## src/rtl/julia_pkg.sv

```systemverilog
// Shared constants and state encoding for the Julia-set escape-time engine.
package julia_pkg;

  localparam int WIDTH   = 16;
  localparam int FRAC    = 12;
  localparam int COUNT_W = 8;

  localparam logic [WIDTH-1:0]   Q_ONE     = WIDTH'(1 << FRAC);
  localparam logic [2*WIDTH:0]   ESCAPE_R2 = (2*WIDTH+1)'(4) << (2*FRAC);

  typedef enum logic [1:0] {
    IDLE = 2'd0,
    ITER = 2'd1,
    DONE = 2'd2
  } state_t;

endpackage

```

## src/rtl/julia_step.sv

```systemverilog
// One combinational Julia iteration: z' = z^2 + c, plus the full-precision |z|^2.
module julia_step #(
  parameter int WIDTH = julia_pkg::WIDTH,
  parameter int FRAC  = julia_pkg::FRAC
) (
  input  logic signed [WIDTH-1:0] zr,
  input  logic signed [WIDTH-1:0] zi,
  input  logic signed [WIDTH-1:0] cr,
  input  logic signed [WIDTH-1:0] ci,
  output logic signed [WIDTH-1:0] zr_next,
  output logic signed [WIDTH-1:0] zi_next,
  output logic        [2*WIDTH:0] mag
);

  localparam int P = 2*WIDTH + 2;

  logic signed [P-1:0] zr_x, zi_x, cr_x, ci_x;
  logic signed [P-1:0] rr, ii, ri;

  // Sign-extend first so every product and shift is evaluated at full width.
  assign zr_x = {{(P-WIDTH){zr[WIDTH-1]}}, zr};
  assign zi_x = {{(P-WIDTH){zi[WIDTH-1]}}, zi};
  assign cr_x = {{(P-WIDTH){cr[WIDTH-1]}}, cr};
  assign ci_x = {{(P-WIDTH){ci[WIDTH-1]}}, ci};

  assign rr = zr_x * zr_x;
  assign ii = zi_x * zi_x;
  assign ri = zr_x * zi_x;

  assign mag     = (2*WIDTH+1)'(rr + ii);
  assign zr_next = WIDTH'(((rr - ii) >>> FRAC) + cr_x);
  assign zi_next = WIDTH'(((ri <<< 1) >>> FRAC) + ci_x);

endmodule

```

## src/rtl/julia_iter.sv

```systemverilog
// Escape-time engine shell: valid/ready handshake around one julia_step per clock.
module julia_iter #(
  parameter int WIDTH    = julia_pkg::WIDTH,
  parameter int FRAC     = julia_pkg::FRAC,
  parameter int MAX_ITER = 31,
  parameter int TAG_W    = 19
) (
  input  logic                    clk,
  input  logic                    rst_n,
  input  logic                    in_valid,
  output logic                    in_ready,
  input  logic signed [WIDTH-1:0] in_zr,
  input  logic signed [WIDTH-1:0] in_zi,
  input  logic signed [WIDTH-1:0] in_cr,
  input  logic signed [WIDTH-1:0] in_ci,
  input  logic [TAG_W-1:0]        in_tag,
  output logic                    out_valid,
  input  logic                    out_ready,
  output logic [7:0]              out_count,
  output logic [TAG_W-1:0]        out_tag
);

  import julia_pkg::*;

  localparam logic [2*WIDTH:0]   ESC_R2 = (2*WIDTH+1)'(4) << (2*FRAC);
  localparam logic [COUNT_W-1:0] N_MAX  = COUNT_W'(MAX_ITER);

  state_t state_reg, state_next;

  logic signed [WIDTH-1:0] zr_reg, zi_reg, cr_reg, ci_reg;
  logic signed [WIDTH-1:0] zr_step, zi_step;
  logic [2*WIDTH:0]        mag;
  logic [COUNT_W-1:0]      n_reg, count_reg;
  logic [TAG_W-1:0]        tag_reg, out_tag_reg;
  logic                    escape, capped;

  julia_step #(.WIDTH(WIDTH), .FRAC(FRAC)) u_step (
    .zr      (zr_reg),
    .zi      (zi_reg),
    .cr      (cr_reg),
    .ci      (ci_reg),
    .zr_next (zr_step),
    .zi_next (zi_step),
    .mag     (mag)
  );

  // Escape is judged on the current z before any update; exactly 4.0 stays in.
  assign escape = (mag > ESC_R2);
  assign capped = (n_reg == N_MAX);

  always_comb begin
    state_next = state_reg;
    case (state_reg)
      IDLE: if (in_valid)           state_next = ITER;
      ITER: if (escape || capped)   state_next = DONE;
      DONE: if (out_ready)          state_next = IDLE;
      default:                      state_next = IDLE;
    endcase
  end

  always_ff @(posedge clk) begin
    if (!rst_n) begin
      state_reg   <= IDLE;
      zr_reg      <= '0;
      zi_reg      <= '0;
      cr_reg      <= '0;
      ci_reg      <= '0;
      n_reg       <= '0;
      tag_reg     <= '0;
      count_reg   <= '0;
      out_tag_reg <= '0;
    end else begin
      state_reg <= state_next;
      case (state_reg)
        IDLE: begin
          if (in_valid) begin
            zr_reg  <= in_zr;
            zi_reg  <= in_zi;
            cr_reg  <= in_cr;
            ci_reg  <= in_ci;
            tag_reg <= in_tag;
            n_reg   <= '0;
          end
        end
        ITER: begin
          if (escape || capped) begin
            count_reg   <= n_reg;
            out_tag_reg <= tag_reg;
          end else begin
            zr_reg <= zr_step;
            zi_reg <= zi_step;
            n_reg  <= n_reg + 1'b1;
          end
        end
        default: ;
      endcase
    end
  end

  assign in_ready  = (state_reg == IDLE);
  assign out_valid = (state_reg == DONE);
  assign out_count = count_reg;
  assign out_tag   = out_tag_reg;

endmodule

```

## config.mk

```make
export PLATFORM = sky130hd
export DESIGN_NAME = julia_iter
export DESIGN_NICKNAME = d
export VERILOG_FILES = /design/src/rtl/julia_pkg.sv /design/src/rtl/julia_step.sv /design/src/rtl/julia_iter.sv
export SDC_FILE = /design/constraint.sdc
export NUM_CORES = 2
export LEC_CHECK = 0
export CORE_MARGIN = 4
export CORE_UTILIZATION = 47
export DETAILED_ROUTE_END_ITERATION = 10
export PLACE_DENSITY = 0.63
export REMOVE_ABC_BUFFERS = 1
export SLEW_MARGIN = 25
export SYNTH_ARGS = -nofsm -noshare
export SYNTH_HDL_FRONTEND = slang
export SYNTH_SLANG_ARGS = --single-unit
```

## constraint.sdc

```tcl
create_clock -name clk -period 11.3 [get_ports clk]
set_input_delay 1.695 -clock clk [delete_from_list [all_inputs] [get_ports clk]]
set_output_delay 1.695 -clock clk [all_outputs]
set_load 0.03 [all_outputs]
```

==> results.json <==
{
  "hold_buffers": 0,
  "drtIter0Drc": 1697,
  "arrival_ps": 10900,
  "diodes": 0,
  "drt_pass1_iterations": 5,
  "drt-total-wl_mm": 88.5,
  "max-clock-path-buffers": 2,
  "drive_gt1_share_pct": 4.13,
  "finalSetupTns_ps": 0,
  "clk_pin_slew_ps": 70,
  "die_x_um": 279,
  "cts_setup_buffers": 0,
  "gp_congestion": 0.916,
  "vias": 25900,
  "worstSetupPathType": "flip-flop to flip-flop",
  "area.sequential_sq_mm": 0.00240,
  "finalCritPeriodShare_pct": 94.0,
  "busiest_layer": "met2",
  "synth_compound_area_share_pct": 9.19,
  "cts_made_buffers": 17,
  "critPathSlowestCell": "a2111oi_0",
  "critPathMostFrequentCell": "inv_1",
  "chipHeight_um": 279,
  "rows": 98,
  "track_usage_pct": 23.3,
  "worst_slack_ps": 683,
  "area_delta_synth_final_pct": 9.20,
  "cap_violations": 0,
  "crit_fanout": 18,
  "ios": 116,
  "holdCritStartpoint": "tag_reg[7]$_SDFFE_PN0P_",
  "period_needed_ps": 10620,
  "grt_pass1_wl_mm": 144,
  "multi_input_area_sq_mm": 0.0278,
  "slowest_delay_ps": 900,
  "ys_seq_area_share_pct": 6.98,
  "hpwl_mm": 75.0,
  "layout.nets": 5175,
  "rsz0062_at_grt": "false",
  "synth-warning-count": 0,
  "grt_overflow": 0,
  "fillers": 6917,
  "dominantRegCellSynth": "dfxtp_1",
  "synth_xor_area_share_pct": 4.37,
  "wl_per_cell_um": 17.6,
  "remaining_drc_errors": 0,
  "clock_skew_ps": 16.5,
  "end_kind": "flip-flop",
  "syn_inst": 3982,
  "worst_pin_slew_ps": 1030,
  "min_path_type": "flip-flop to flip-flop",
  "cp.required_ps": 11590,
  "viasPerCell": 5.17,
  "synth_area_sq_mm": 0.0344,
  "dp_slack_ps": 643,
  "antenna_found_initial": 1,
  "cts.sinks": 120,
  "ys_ff_latch": 120,
  "cts_tree": "built",
  "muxShareOfSynthArea_pct": 1.14,
  "grt_max_degree": 84,
  "setup_viol": 0,
  "htree_num_levels": 4,
  "yosys.area_share.simple_pct": 13.4,
  "grtUsageMet2_pct": 37.8,
  "core-area_sq_mm": 0.0721,
  "antenna_left": 0,
  "worstSkewPairLatency_ps": 450,
  "async_flop_share_pct": 0,
  "slew-limit-headroom_pct": 31.4,
  "synth_top_family_by_area": "adder cells",
  "met1_usage_pct": 33.7,
  "synth-edff-count": 0,
  "root_buffer": "clkbuf_16",
  "grt_pass1_vias": 26100,
  "synthAdderAreaFrac_pct": 52.6,
  "startpoint_type": "flip-flop",
  "synth.distinct_cells": 76,
  "ctsResizeCount": 0,
  "portBuffers": 115,
  "outcome": "complete, no violations",
  "regToRegStartpoint": "zi_reg[14]$_SDFFE_PN0P_",
  "hold_viol_final": 0,
  "start_util_pct": 47.8,
  "use_met3_pct": 2.42,
  "crit_start": "zi_reg[14]$_SDFFE_PN0P_",
  "slew_violations": 0,
  "fmax_ghz": 0.0942,
  "die-area_sq_mm": 0.0777,
  "timing.hold.ws_ps": 455,
  "syn_avg_cell_area_sq_um": 8.65
}
[layout make-up]
cell class | count | share of cell area, %
flip-flops and latches | 120 | 6.39
clock buffers | 17 | 1.13
inverters | 961 | 9.60
well taps | 950 | 3.16
multi-input cells | 2741 | 74.0
repair buffers | 216 | 5.18
clock inverters | 15 | 0.529
[stage by stage]
stage	utilization, %	cell area, sq um	cells
2_1_floorplan	-	33800	3822
3_3_place_gp	51.3	37000	4988
3_5_place_dp	51.3	37000	4988
4_1_cts	52.2	37600	5020
5_1_grt	52.2	37600	5020
6_report	52.2	37600	5020
[Yosys cell counts, drive strengths merged, types with 8 or more instances]
cell      n  share of area (%)
nand3    30               0.44
inv     953                 10
or2       8               0.15
nor3     36               0.54
buf      19               0.28
o21bai   18               0.39
or3      16               0.29
a211oi   53                1.2
o211ai   12               0.26
xor2     48                1.2
nor2    213                2.3
dfxtp   120                7.0
a21o     51                1.1
and3     13               0.24
o31ai     9               0.21
o21ai    61               0.89
nand2   476                5.2
mux2i    37                1.1
clkbuf  141                1.5
nor2b    17               0.31
ha      335                 12
and2    146                2.7
clkinv    8              0.087
a211o    10               0.25
xnor2   124                3.2
nand2b   30               0.54
fa      696                 40
a21oi   165                2.4
a31oi    14               0.27
o21a     15               0.33
[cell usage in the layout, fill, tap and decap left out, drive strengths merged, types with 53 or more instances in the layout]
cell type / netlist / layout
a211oi: 53 / 53
a21oi: 165 / 165
and2: 146 / 146
buf: 19 / 101
clkdlybuf4s50: 0 / 115
dfxtp: 120 / 120
fa: 696 / 696
ha: 335 / 335
inv: 953 / 963
nand2: 476 / 476
nor2: 213 / 213
o21ai: 61 / 61
xnor2: 124 / 124
[final timing paths]
kind / slack, ps / end / cells past startpoint
max: 680 / zi_reg[3]$_SDFFE_PN0P_ / 36
min: 450 / tag_reg[7]$_SDFFE_PN0P_ / 2
max reg2reg: 680 / zi_reg[3]$_SDFFE_PN0P_ / 36
min reg2reg: 450 / tag_reg[7]$_SDFFE_PN0P_ / 2
[cells by family (layout without fill, tap and decap cells)]
| kind of cell | after synthesis | after routing |
|---|---|---|
| flops | 120 | 120 |
| fa+ha+maj | 1031 | 1031 |
| xor+xnor | 172 | 172 |
| simple gates | 1019 | 1019 |
| mux | 39 | 39 |
| buf+inv | 1121 | 1209 |
| compound gates | 480 | 480 |
[routing by layer]
metal	wire length, um	vias to the layer above
met3	4750	75
met5	0	-
met4	2390	0
met2	41700	606
met1	39600	13000
li1	-	12300
[critical path: cells and delay by family (launching register included)]
family,cells,cell delay [ps]
flip-flops,1,550
AO/OA/AOI/OAI,7,2140
buffers and inverters,11,1680
adder cells (fa/ha/maj),8,3500
AND/OR/NAND/NOR,8,1990
XOR/XNOR,2,580
Power is left out: the tool's default activity adds up to more than one toggle a clock period on the data nets, which glitch-free logic cannot reach.
